===== src/rtl/majority_voter_nch.sv =====
// Registered N-channel bitwise majority voter with per-channel mismatch counters and sticky fault flags.
// Build option: define MAJ_FAULT_MASK_EN to drop faulted channels from the vote and drive all_fault.
module majority_voter_nch #(
    parameter int NCH          = 3,
    parameter int W            = 8,
    parameter int FAULT_THRESH = 4
) (
    input  logic               clk,
    input  logic               rst,
    input  logic               in_valid,
    input  logic [NCH*W-1:0]   din,
    input  logic               clr_fault,
    output logic [W-1:0]       dout,
    output logic               out_valid,
    output logic [NCH-1:0]     mismatch,
    output logic               agree_all,
    output logic [NCH-1:0]     fault,
    output logic               all_fault
);
    localparam int CW = $clog2(FAULT_THRESH + 1);
    // One spare bit so that twice the ones count never overflows against the voter count.
    localparam int VW = $clog2(NCH + 1) + 1;
    localparam logic [CW-1:0] THRESH = CW'(FAULT_THRESH);

    logic [W-1:0]              r_dout;
    logic                      r_outValid;
    logic [NCH-1:0]            r_mismatch;
    logic                      r_agreeAll;
    logic [NCH-1:0]            r_fault;
    logic [NCH-1:0][CW-1:0]    r_cnt;

    logic [NCH-1:0]            w_voteEn;
    logic [VW-1:0]             w_voters;
    logic [VW-1:0]             w_ones;
    logic [W-1:0]              w_vote;
    logic [NCH-1:0]            w_mismatch;
    logic                      w_agreeAll;
    logic [NCH-1:0][CW-1:0]    w_cntNext;
    logic [NCH-1:0]            w_faultNext;

`ifdef MAJ_FAULT_MASK_EN
    assign w_voteEn  = ~r_fault;
    assign all_fault = &r_fault;
`else
    assign w_voteEn  = '1;
    assign all_fault = 1'b0;
`endif

    always_comb begin
        w_voters = '0;
        for (int i = 0; i < NCH; i++) begin
            w_voters = w_voters + {{(VW-1){1'b0}}, w_voteEn[i]};
        end
    end

    // With no voters left the previous word is held, which also makes mismatch compare against it.
    always_comb begin
        w_vote = r_dout;
        w_ones = '0;
        for (int b = 0; b < W; b++) begin
            w_ones = '0;
            for (int i = 0; i < NCH; i++) begin
                if (w_voteEn[i]) begin
                    w_ones = w_ones + {{(VW-1){1'b0}}, din[i*W + b]};
                end
            end
            if (w_voters != '0) begin
                w_vote[b] = (w_ones + w_ones) > w_voters;
            end
        end
    end

    always_comb begin
        w_mismatch = '0;
        for (int i = 0; i < NCH; i++) begin
            w_mismatch[i] = (din[i*W +: W] != w_vote);
        end
        w_agreeAll = (w_voters != '0) && ((w_mismatch & w_voteEn) == '0);
    end

    // A clear always wins over counting, even when it lands on a valid sample.
    always_comb begin
        w_cntNext   = r_cnt;
        w_faultNext = r_fault;
        if (clr_fault) begin
            w_cntNext   = '0;
            w_faultNext = '0;
        end else if (in_valid) begin
            for (int i = 0; i < NCH; i++) begin
                if (!w_mismatch[i]) begin
                    w_cntNext[i] = '0;
                end else if (r_cnt[i] != THRESH) begin
                    w_cntNext[i] = r_cnt[i] + 1'b1;
                end
                if (w_cntNext[i] == THRESH) begin
                    w_faultNext[i] = 1'b1;
                end
            end
        end
    end

    always_ff @(posedge clk) begin
        if (rst) begin
            r_dout     <= '0;
            r_outValid <= 1'b0;
            r_mismatch <= '0;
            r_agreeAll <= 1'b0;
            r_fault    <= '0;
            r_cnt      <= '0;
        end else begin
            r_outValid <= in_valid;
            r_fault    <= w_faultNext;
            r_cnt      <= w_cntNext;
            if (in_valid) begin
                r_dout     <= w_vote;
                r_mismatch <= w_mismatch;
                r_agreeAll <= w_agreeAll;
            end else begin
                r_mismatch <= '0;
                r_agreeAll <= 1'b0;
            end
        end
    end

    assign dout      = r_dout;
    assign out_valid = r_outValid;
    assign mismatch  = r_mismatch;
    assign agree_all = r_agreeAll;
    assign fault     = r_fault;
endmodule


===== config.mk =====
export PLATFORM = sky130hd
export DESIGN_NAME = majority_voter_nch
export DESIGN_NICKNAME = d
export VERILOG_FILES = /design/src/rtl/majority_voter_nch.sv
export SDC_FILE = /design/constraint.sdc
export NUM_CORES = 1
export LEC_CHECK = 0
export BUFFER_PORTS_ARGS = -buffer_cell sky130_fd_sc_hd__buf_2
export CAP_MARGIN = 5
export CORE_UTILIZATION = 37
export DETAILED_ROUTE_END_ITERATION = 7
export GPL_TIMING_DRIVEN = 0
export PLACE_DENSITY_LB_ADDON = 0.25
export SKIP_CTS_REPAIR_TIMING = 1
export SLEW_MARGIN = 5
export SYNTH_ARGS = -nofsm -noshare
export SYNTH_HDL_FRONTEND = slang
export SYNTH_SLANG_ARGS = --single-unit

===== constraint.sdc =====
create_clock -name clk -period 2.2 [get_ports clk]
set_input_delay 0.66 -clock clk [delete_from_list [all_inputs] [get_ports clk]]
set_output_delay 0.66 -clock clk [all_outputs]
set_load 0.05 [all_outputs]

; ---- Yosys cells after proc, flatten, opt, wreduce, memory -nomap -nowiden
; Cells that the tools add are included.
[op_classes]
div_mod_pow = 0
eq_ne = 9
shifts = 0
order_cmp = 8
muxes = 12
addsub = 27
n_reduce_logical = 6
bitwise = 1
multipliers = 0
[op_table]
columns = cell, n
row1 = 3-bit two-way mux, 12
row2 = 2-bit by 1-bit adder with 3-bit output, 8
row3 = 3-bit adder, 8
row4 = 3-bit by 2-bit greater-than comparator with 1-bit output (second input constant), 8
row5 = 8-bit inequality test, 3
row6 = 1-bit by 1-bit adder with 2-bit output, 8
row7 = 3-bit by 1-bit adder with 3-bit output (second input constant), 3
row8 = 3-bit == test (second input constant), 3
row9 = 3-bit inequality test (second input constant), 3
row10 = 2-bit AND reduction, 3
row11 = 2-bit OR reduction, 2
row12 = 3-bit zero test, 1
row13 = 1-bit NOT, 1
[word_totals]
out_inout_bits = 17
n_memories = 0
elab_cells = 73
input_bits = 28
ram_bits = 0
ff_bits = 25
latchBits = 0
mem_bits_ro = 0

; ---- Logic depth before layout (Yosys ltp)
; Gate-level depths: netlist of run 1.
[logic_depth]
depth_word = 10
depth_mapped = 7
mapped_depth_nobuf = 7

; ---- Worst setup path after synthesis of run 1
; OpenSTA, ideal clock, no wires.
[synth_timing]
path_kind = input to register
from = input port din[4]
to = register r_cnt[0] (netlist name)
slack_ns = 0.123
path_buffers = 0
required_ns = 2.084
stages = 6
setup_time_ns = 0.116
t_arrival_ns = 1.961
cell_sequence = ha_1 a21oi_2 xnor2_1 nor4_4 a32oi_1 a31o_1
[synth_between]
elab_chain_cells = 8
[synth_rtl]
columns = element, line
row1 = from (decl), 11  ; input logic [NCH*W-1:0] din,
row2 = 1-bit by 1-bit adder with 2-bit output, 64  ; w_ones = w_ones + {{(VW-1){1'b0}}, din[i*W + b]};
row3 = 2-bit by 1-bit adder with 3-bit output, 64
row4 = 3-bit adder, 68  ; w_vote[b] = (w_ones + w_ones) > w_voters;
row5 = 3-bit by 2-bit greater-than comparator with 1-bit output, 68
row6 = 8-bit inequality test (*), 76  ; w_mismatch[i] = (din[i*W +: W] != w_vote);
row7 = 3-bit two-way mux (*), 90  ; if (!w_mismatch[i]) begin
row8 = 3-bit two-way mux (*), 88  ; end else if (in_valid) begin
row9 = 3-bit two-way mux (*), 85  ; if (clr_fault) begin
row10 = to (signal assigned), 113  ; r_cnt <= w_cntNext;
row11 = to (decl), 30  ; logic [NCH-1:0][CW-1:0] r_cnt;
; Mark *: on every way between the ends. The rest lies on a longest branch, timed or not. The select of a mux whose other input is x is not followed.
; A chain may end at the register's enable or synchronous reset.

; ---- Final worst setup path of run 1
[layout_timing]
from = input port din[0]
to = register r_cnt[8] (netlist name)
[layout_between]
elab_chain_cells = 8
[layout_rtl]
columns = element, line
row1 = 1-bit by 1-bit adder with 2-bit output, 64
row2 = 2-bit by 1-bit adder with 3-bit output, 64
row3 = 3-bit adder, 68
row4 = 3-bit by 2-bit greater-than comparator with 1-bit output, 68
row5 = 8-bit inequality test, 76
row6 = 3-bit two-way mux, 90
row7 = 3-bit two-way mux, 88
row8 = 3-bit two-way mux, 85
; Every way passes these cells. The select of a mux whose other input is x is not followed.

==> qor.yml, run 1 <==
outcome:
  outcome: "complete, no violations"
floorplanning:
  num_rows: 24
  start_util_pct: 38.8
  die_w_um: 69.8
  dieArea_um2: 4880
  die_h_um: 69.8
  pin_count: 45
  coreArea_um2: 4380
clock_tree:
  cts_max_level: 1
  clock_latency_ns: 0.27
  cts_buffers: 3
  clock_sinks: 25
  clkTransAtPathRegs_ns: 0.09
  clockRootBuffer: "clkbuf_8"
  cts_tree: "built"
  cts_max_path_buffers: 2
logic_synthesis:
  synth_cell_type_count: 46
  synth_edf_count: 0
  async_flop_share_pct: 0
  synthTopCellsByCount: "dfxtp_1, a21oi_1, nor2_1"
  ys_top_cells_by_area: "dfxtp_1, ha_1, xnor2_1, a211oi_1, a21oi_1"
  syn_inst: 195
  yosysTopAreaCell: "dfxtp_1"
  syn-num-nets: 237
  yosys_warnings: 0
  ys_ff_latch: 25
  ys.flop_type: "dfxtp_1"
  ys_seq_area_share_pct: 29.4
  yosysTopAreaCellShare_pct: 29.4
  syn_avg_cell_area_um2: 8.73
  syn-cell-area_um2: 1700
  yosysMostFrequentCell: "dfxtp_1"
final_layout:
  nets: 287
  syn_to_final_growth_pct: 20.2
  antenna_cells: 0
  fillers: 453
  drive_gt1_share_pct: 27.0
  final_cell_area_um2: 2050
power:
  finalPower_mw: 1.11
  power.leakage_nw: 0.824
  pwr_density_cell_nw_per_um2: 543
  peakVddDrop_mv: 0.237
drt:
  drt_pass1_iterations: 4
  via_count: 1582
  wire_per_inst_um: 12.9
  first_iter_violations: 93
  vias_per_cell: 5.34
  route.detailed.drc: 0
  drt-total-wl_mm: 3.82
  ant_nets: 0
sta:
  rsz0062_at_grt: "no"
  worst_slew_pin_slew_ns: 0.503
  min_period_ns: 2.09
  max_freq_mhz: 478
  skew_ns: 0.00396
  slew_headroom_pct: 66.3
  timing.final.crit_share_pct: 95.2
  final-setup-viol-count: 0
  slew_viol_final: 0
  hold_viol_final: 0
  finalWorstSetupSlack_ns: 0.106
  setup-tns-final_ns: 0
  holdWs_ns: 0.451
worst_setup_path:
  cp_max_fo: 6
  critPathArrivalTime_ns: 2.28
  crit_required_ns: 2.39
  reg2reg_depth: 7
  start_kind: "primary input"
  end_kind: "register"
  path_class: "in -> reg"
global_route:
  grt_max_degree: 15
  antenna_found_initial: 0
  grt_pass1_wl_mm: 6.53
  first_global_vias: 1511
  overflow: 0
  track_usage_pct: 16.2
placement:
  postPlaceCellArea_um2: 1980
  port-buffer-count: 43
  dpl_worst_slack_ns: -0.283
  dp_hpwl_mm: 3.10
  gp_congestion: 0.790
min_path:
  min_path_type: "reg -> reg"
  whs_path_depth: 2
run:
  drv_cap: 0
## per-layer routing
metal | vias to the layer above | global-route usage, % | wire, um | share of wire (%)
met5 | - | 0 | 0 | 0
met1 | 727 | 21.9 | 1900 | 50
met2 | 45 | 27.1 | 1700 | 45
li1 | 805 | - | - | -
met3 | 5 | 2.33 | 177 | 4.6
met4 | 0 | 4.00 | 42 | 1.1
## cell families after synthesis
family / Yosys count / share of synthesized area, %
buffers and inverters: 19 / 4.41
XOR/XNOR: 16 / 8.23
other: 1 / 0.220
adder cells (fa/ha/maj): 14 / 10.3
AND/OR/NAND/NOR: 63 / 22.6
flip-flops: 25 / 29.4
AO/OA/AOI/OAI: 57 / 24.8
## power breakdown
part	leakage, nW	internal, mW	switching, mW
logic	0.593	0.126	0.228
registers	0.205	0.471	0.0112
clock network	0.0255	0.127	0.148
total	0.824	0.724	0.387
## registers in the layout (all words and copies together), names as in the netlist
name and flops:
r_cnt 9, dout 8, fault 3, mismatch 3, agree_all 1, out_valid 1
## cells in the final DEF (no fill, tap or decap), types with 2 or more instances in the layout
| cell type | count |
|---|---|
| nor4_4 | 2 |
| buf_2 | 43 |
| nor2b_1 | 6 |
| nand4_1 | 3 |
| a211oi_1 | 12 |
| and3b_1 | 2 |
| ha_1 | 14 |
| a21oi_2 | 4 |
| or3b_2 | 2 |
| inv_1 | 12 |
| clkbuf_8 | 3 |
| a31oi_1 | 2 |
| dfxtp_1 | 25 |
| o211ai_1 | 2 |
| nor3b_1 | 5 |
| buf_4 | 3 |
| a22oi_1 | 2 |
| a311oi_1 | 2 |
| a21oi_1 | 17 |
| or2_1 | 2 |
| nand2_1 | 7 |
| nor2_1 | 16 |
| clkbuf_1 | 5 |
| a32o_1 | 2 |
| nor2_2 | 2 |
| nand2b_1 | 3 |
| xnor2_1 | 16 |
| o21a_1 | 2 |
| or3_1 | 2 |
| a31o_2 | 2 |
| nand3_1 | 4 |
| o21ai_0 | 3 |
## critical path, cell delays in order
cell and delay [ns]:
buf_2 0.11, ha_1 0.30, a21oi_1 0.30, xnor2_1 0.21, nor4_4 0.07, buf_4 0.17
a31o_2 0.25, a211oi_1 0.21
## metrics by stage
stage / std cells / util (%)
2_1_floorplan: 195 / -
3_3_place_gp: 290 / 45.2
3_5_place_dp: 290 / 45.2
4_1_cts: 294 / 46.3
5_1_grt: 296 / 46.7
6_report: 296 / 46.7
## final cells by class
class / instances / area [um2] / area share [%]
multi-input cells: 151 / 1130 / 55.2
flip-flops and latches: 25 / 500 / 24.4
repair buffers: 45 / 230 / 11.2
well taps: 52 / 65.1 / 3.18
inverters: 13 / 48.8 / 2.38
clock buffers: 3 / 41.3 / 2.02
plain buffers: 6 / 26.3 / 1.28
clock inverters: 1 / 5.00 / 0.244
## worst paths after layout
kind	startpoint	end	slack, ns
min	fault[1]	fault[1]	0.45
max	din[0]	r_cnt[8]	0.11
min reg2reg	fault[1]	fault[1]	0.45
max reg2reg	r_cnt[6]	fault[2]	0.34
No activity file was read; power rests on OpenSTA's default activity.
==> run 2: changes to the inputs <==
- PLACE_DENSITY: not set -> 0.62
- PLACE_DENSITY_LB_ADDON: 0.25 -> not set
==> run 2 against run 1 <==
Effect of this change:
- power is 0.47% lower
- non-clock buffer count is 1 higher
- count of clock-buffer cells in the layout is 1 higher
- critical path depth is 1 lower
- global-route usage is 0.15 points higher
- design area is 0.49% higher
- critical path type unchanged
- maximum frequency is 0.63% lower
==> qor.yml, run 2 (synthesis gave the netlist of run 1 again) <==
outcome:
  outcome: "complete, no violations"  # unchanged
drt:
  first_iter_violations: 129  # was 93
  ant_nets: 0  # unchanged
  drt-total-wl_mm: 3.83  # was 3.82 mm
  vias_per_cell: 5.19  # was 5.34
  route.detailed.drc: 0  # unchanged
  wire_per_inst_um: 12.9  # about the same
  via_count: 1541  # was 1582
  drt_pass1_iterations: 4  # unchanged
worst_setup_path:
  regToRegSetupSlack_ns: 0.33  # was 0.34 ns
  r2r-start: "r_cnt[0]"  # was r_cnt[6]
  regToRegEndpoint: "fault[0]"  # was fault[2]
  start_kind: "primary input"  # unchanged
  crit_path_start: "din[3]"  # was din[0]
  end_kind: "register"  # unchanged
  crit_required_ns: 2.38  # was 2.39 ns
  cp_max_fo: 4  # was 6
  path_class: "in -> reg"  # unchanged
  critPathArrivalTime_ns: 2.29  # was 2.28 ns
  endpoint: "agree_all"  # was r_cnt[8]
  reg2reg_depth: 7  # unchanged
power:
  seq_power_share_pct: 43.6  # was 43.4%
  p_comb_share_pct: 32.4  # was 31.9%
  clkPwrFrac_pct: 24.0  # was 24.7%
  p_int_mw: 0.729  # was 0.724 mW
  finalPower_mw: 1.11  # about the same
  switchingPower_mw: 0.377  # was 0.387 mW
  pwr_density_cell_nw_per_um2: 538  # was 543 nW/um2
  power.leakage_nw: 0.827  # was 0.824 nW
  peakVddDrop_mv: 0.245  # was 0.237 mV
  netSwitchingFraction_pct: 34.1  # was 34.8%
placement:
  port-buffer-count: 43  # unchanged
  place_inst: 290  # unchanged
  dpl_worst_slack_ns: -0.252  # was -0.283 ns
  gp_congestion: 0.794  # was 0.790
  dp_hpwl_mm: 3.06  # was 3.10 mm
sta:
  final-setup-viol-count: 0  # unchanged
  finalWorstSetupSlack_ns: 0.0928  # was 0.106 ns
  hold_viol_final: 0  # unchanged
  skew_ns: 0.00294  # was 0.00396 ns
  max_freq_mhz: 475  # was 478 MHz
  timing.final.crit_share_pct: 95.8  # was 95.2%
  rsz0062_at_grt: "no"  # unchanged
  slew_viol_final: 0  # unchanged
  min_period_ns: 2.11  # was 2.09 ns
  holdWs_ns: 0.446  # was 0.451 ns
  worst_slew_pin_slew_ns: 0.530  # was 0.503 ns
  slew_headroom_pct: 64.5  # was 66.3%
global_route:
  first_global_vias: 1400  # was 1511
  track_usage_pct: 16.4  # was 16.2%
  grt_max_degree: 14  # was 15
  grt_pass1_wl_mm: 6.49  # was 6.53 mm
  antenna_found_initial: 0  # unchanged
  overflow: 0  # unchanged
floorplanning:
  dieArea_um2: 4880  # unchanged
  start_util_pct: 38.8  # unchanged
  die_h_um: 69.8  # unchanged
  die_w_um: 69.8  # unchanged
  pin_count: 45  # unchanged
  num_rows: 24  # unchanged
  coreArea_um2: 4380  # unchanged
final_layout:
  largest_register_ff_count: 9  # unchanged
  syn_to_final_growth_pct: 20.8  # was 20.2%
  top_register: "r_cnt"  # unchanged
  final_cell_mix: "buf_2, dfxtp_1, nor2_1, a21oi_1, xnor2_1"  # was buf_2, dfxtp_1, a21oi_1
  drive_gt1_share_pct: 27.3  # was 27.0%
  final_common_cell: "buf_2"  # unchanged
  fillers: 444  # was 453
  nets: 288  # was 287
  fin_cells: 297  # was 296
  antenna_cells: 0  # unchanged
clock_tree:
  cts_buffers: 3  # unchanged
  cts_max_level: 1  # unchanged
  cts_max_path_buffers: 2  # unchanged
  cts_tree: "built"  # unchanged
  clkTransAtPathRegs_ns: 0.08  # was 0.09 ns
  clockRootBuffer: "clkbuf_8"  # unchanged
  clock_sinks: 25  # unchanged
  clock_latency_ns: 0.26  # was 0.27 ns
min_path:
  min_path_type: "reg -> reg"  # unchanged
  min_from: "fault[1]"  # unchanged
run:
  drv_cap: 0  # unchanged
==> run 2: final cells by class <==
| cell class | count | area (um2) | share of cell area [%] |
|---|---|---|---|
| clock buffers | 4 | 45.0 | 2.19 |
| plain buffers | 6 | 26.3 | 1.28 |
| well taps | 52 | 65.1 | 3.16 |
| flip-flops and latches | 25 | 500 | 24.3 |
| multi-input cells | 151 | 1130 | 55.1 |
| inverters | 13 | 48.8 | 2.37 |
| repair buffers | 46 | 238 | 11.6 |
==> run 2: power by group through the flow <==
| stage | Combinational (mW) | Sequential [mW] | Clock [mW] |
|---|---|---|---|
| after floorplan | 0.199 | 0.545 | 0 |
| after global placement | 0.344 | 0.493 | 0 |
| after detailed placement | 0.348 | 0.493 | 0 |
| after CTS | 0.349 | 0.483 | 0.274 |
| after global routing | 0.390 | 0.485 | 0.295 |
| final | 0.358 | 0.482 | 0.265 |
==> run 2: worst min-delay path by stage <==
stage                     slack, ns  cells after the start  endpoint
final                          0.45                      2  fault[1]
after global routing           0.48                      2  fault[1]
after CTS                      0.45                      2  fault[1]
after detailed placement       0.44                      2  fault[1]
after global placement         0.44                      2  fault[1]
after floorplan                0.46                      2  r_cnt[1]
==> run 2: critical path: stages <==
cell and delay [ns]:
buf_2 0.12, ha_1 0.22, nor2b_1 0.16, a2111oi_4 0.33, nand4_1 0.25, or2_1 0.30, nor4_2 0.25
==> run 2: routing by layer <==
metal | wire [um] | vias to the layer above | global-route usage [%]
li1 | - | 810 | -
met3 | 146 | 2 | 2.03
met1 | 1930 | 690 | 22.4
met2 | 1730 | 39 | 27.4
met5 | 0 | - | 0
met4 | 24 | 0 | 4.00
==> run 2: through the flow <==
stage          TNS (ns)  area [um2]  util, %
2_1_floorplan         0        1700        -
3_3_place_gp      -2.04        1980     45.2
3_5_place_dp      -2.01        1980     45.2
4_1_cts               0        2030     46.3
5_1_grt               0        2060     46.9
6_report              0        2060     46.9
==> run 3: changes to the inputs <==
- BUFFER_PORTS_ARGS: -buffer_cell sky130_fd_sc_hd__buf_2 -> not set
- CORE_UTILIZATION: 37 -> 61
- DONT_BUFFER_PORTS: not set -> 1
- PLACE_DENSITY: 0.62 -> 0.8
==> run 3 against run 2 <==
Effect of this change:
- combinational power fell by 32%
- critical path type unchanged
- power fell by 10%
- first-iteration DRC count fell by 71%
- hold slack improved by 0.050 ns
- core utilization rose by 22 points
- sequential share of layout area rose by 4.0 points
- count of clock-buffer cells in the layout did not move
- routed wire length fell by 4.3%
- largest cell class unchanged
- register-to-register slack got worse by 0.05 ns
- maximum frequency rose by 7.6%
==> qor.yml, run 3 (synthesis gave the netlist of run 1 again) <==
sta:
  slew_viol_final: 0  # unchanged
  slew_headroom_pct: 64.5  # about the same
  rsz0062_at_grt: "no"  # unchanged
  min_period_ns: 1.96  # was 2.11 ns
  hold_viol_final: 0  # unchanged
  final-setup-viol-count: 0  # unchanged
  worst_slew_pin_slew_ns: 0.532  # was 0.530 ns
  skew_ns: 0.00454  # was 0.00294 ns
  timing.final.crit_share_pct: 89.0  # was 95.8%
  max_freq_mhz: 511  # was 475 MHz
floorplanning:
  die_w_um: 54.8  # was 69.8 um
  pin_count: 45  # unchanged
  num_rows: 18  # was 24
  die_h_um: 54.8  # was 69.8 um
  dieArea_um2: 3010  # was 4880 um2
  start_util_pct: 66.3  # was 38.8%
  coreArea_um2: 2570  # was 4380 um2
final_layout:
  top_register: "r_cnt"  # unchanged
  fin_util_pct: 68.8  # was 46.9%
  drive_gt1_share_pct: 9.55  # was 27.3%
  syn_to_final_growth_pct: 3.75  # was 20.8%
  largest_register_ff_count: 9  # unchanged
  fillers: 219  # was 444
  nets: 242  # was 288
  final_common_cell: "dfxtp_1"  # was buf_2
  final_cell_mix: "dfxtp_1, nor2_1, a21oi_1"  # was buf_2, dfxtp_1, nor2_1, a21oi_1, xnor2_1
  antenna_cells: 0  # unchanged
worst_setup_path:
  start_kind: "primary input"  # unchanged
  path_class: "in -> reg"  # unchanged
  critPathArrivalTime_ns: 2.20  # was 2.29 ns
  end_kind: "register"  # unchanged
  regToRegSetupSlack_ns: 0.28  # was 0.33 ns
  cp_max_fo: 5  # was 4
  crit_required_ns: 2.44  # was 2.38 ns
  r2r-start: "r_cnt[6]"  # was r_cnt[0]
  reg2reg_depth: 7  # unchanged
  regToRegEndpoint: "fault[2]"  # was fault[0]
power:
  finalPower_mw: 0.990  # was 1.11 mW
  power.leakage_nw: 0.617  # was 0.827 nW
  peakVddDrop_mv: 0.376  # was 0.245 mV
  pwr_density_cell_nw_per_um2: 561  # was 538 nW/um2
drt:
  vias_per_cell: 6.28  # was 5.19
  drt_pass1_iterations: 4  # unchanged
  via_count: 1437  # was 1541
  ant_nets: 0  # unchanged
  wire_per_inst_um: 16.0  # was 12.9 um
  drt-total-wl_mm: 3.66  # was 3.83 mm
  route.detailed.drc: 0  # unchanged
  first_iter_violations: 38  # was 129
clock_tree:
  cts_buffers: 3  # unchanged
  cts_tree: "built"  # unchanged
  clock_sinks: 25  # unchanged
  cts_max_path_buffers: 2  # unchanged
  clockRootBuffer: "clkbuf_4"  # was clkbuf_8
  clock_latency_ns: 0.32  # was 0.26 ns
  cts_max_level: 1  # unchanged
  clkTransAtPathRegs_ns: 0.13  # was 0.08 ns
min_path:
  min_path_type: "reg -> reg"  # unchanged
  min_from: "r_cnt[1]"  # was fault[1]
  min_to: "r_cnt[1]"  # was fault[1]
  whs_path_depth: 2  # unchanged
global_route:
  first_global_vias: 1389  # was 1400
  grt_pass1_wl_mm: 5.76  # was 6.49 mm
  grt_max_degree: 14  # unchanged
  overflow: 0  # unchanged
  track_usage_pct: 27.4  # was 16.4%
  antenna_found_initial: 0  # unchanged
run:
  drv_cap: 0  # unchanged
placement:
  port-buffer-count: 0  # was 43
  gp_congestion: 0.917  # was 0.794
  dp_hpwl_mm: 2.97  # was 3.06 mm
outcome:
  outcome: "complete, no violations"  # unchanged
run 3: stage by stage:
step / std cells / setup TNS, ns / area (um2) / setup WS, ns / hold WS [ns]
finish: 229 / 0 / 1770 / 0.242 / 0.496
global route: 229 / 0 / 1770 / 0.127 / 0.522
CTS: 229 / 0 / 1770 / 0.259 / 0.500
detailed placement: 225 / -0.276 / 1740 / -0.0820 / 0.482
global placement: 225 / -0.101 / 1740 / -0.0719 / 0.472
floorplan: 195 / 0 / 1700 / 0.123 / 0.458
run 3: cell type report:
class | count | area, um2 | share of cell area, %
multi-input combinational | 151 | 1130 | 63.8
sequential | 25 | 500 | 28.3
inverter | 13 | 48.8 | 2.76
tap | 30 | 37.5 | 2.12
clock buffer | 4 | 26.3 | 1.49
buffer | 6 | 26.3 | 1.49
run 3: worst max path at each step:
stage | endpoint | from | depth (start not counted) | slack [ns]
floorplan | r_cnt[0] | din[4] | 6 | 0.12
global placement | agree_all | din[3] | 6 | -0.07
detailed placement | agree_all | din[3] | 6 | -0.08
CTS | agree_all | din[3] | 6 | 0.26
global route | fault[2] | r_cnt[6] | 7 | 0.13
finish | agree_all | din[1] | 6 | 0.24
run 3: power breakdown:
group / internal, mW / switching [mW]
sequential: 0.472 / 0.0666
clock: 0.0711 / 0.136
combinational: 0.0952 / 0.149
total: 0.638 / 0.352
run 3: routing by layer:
| layer | GRT usage, % | vias to the layer above | wire, um |
|---|---|---|---|
| li1 | - | 718 | - |
| met1 | 32.8 | 657 | 1560 |
| met2 | 47.0 | 51 | 1830 |
| met3 | 3.61 | 11 | 178 |
| met4 | 13.7 | 0 | 93 |
| met5 | 0 | - | 0 |
run 3: worst max-delay path: stages:
cell and delay (ns):
ha_1 0.23, nor2b_1 0.17, a2111oi_4 0.27, nand4_1 0.28
or2_1 0.33, nor4_2 0.26
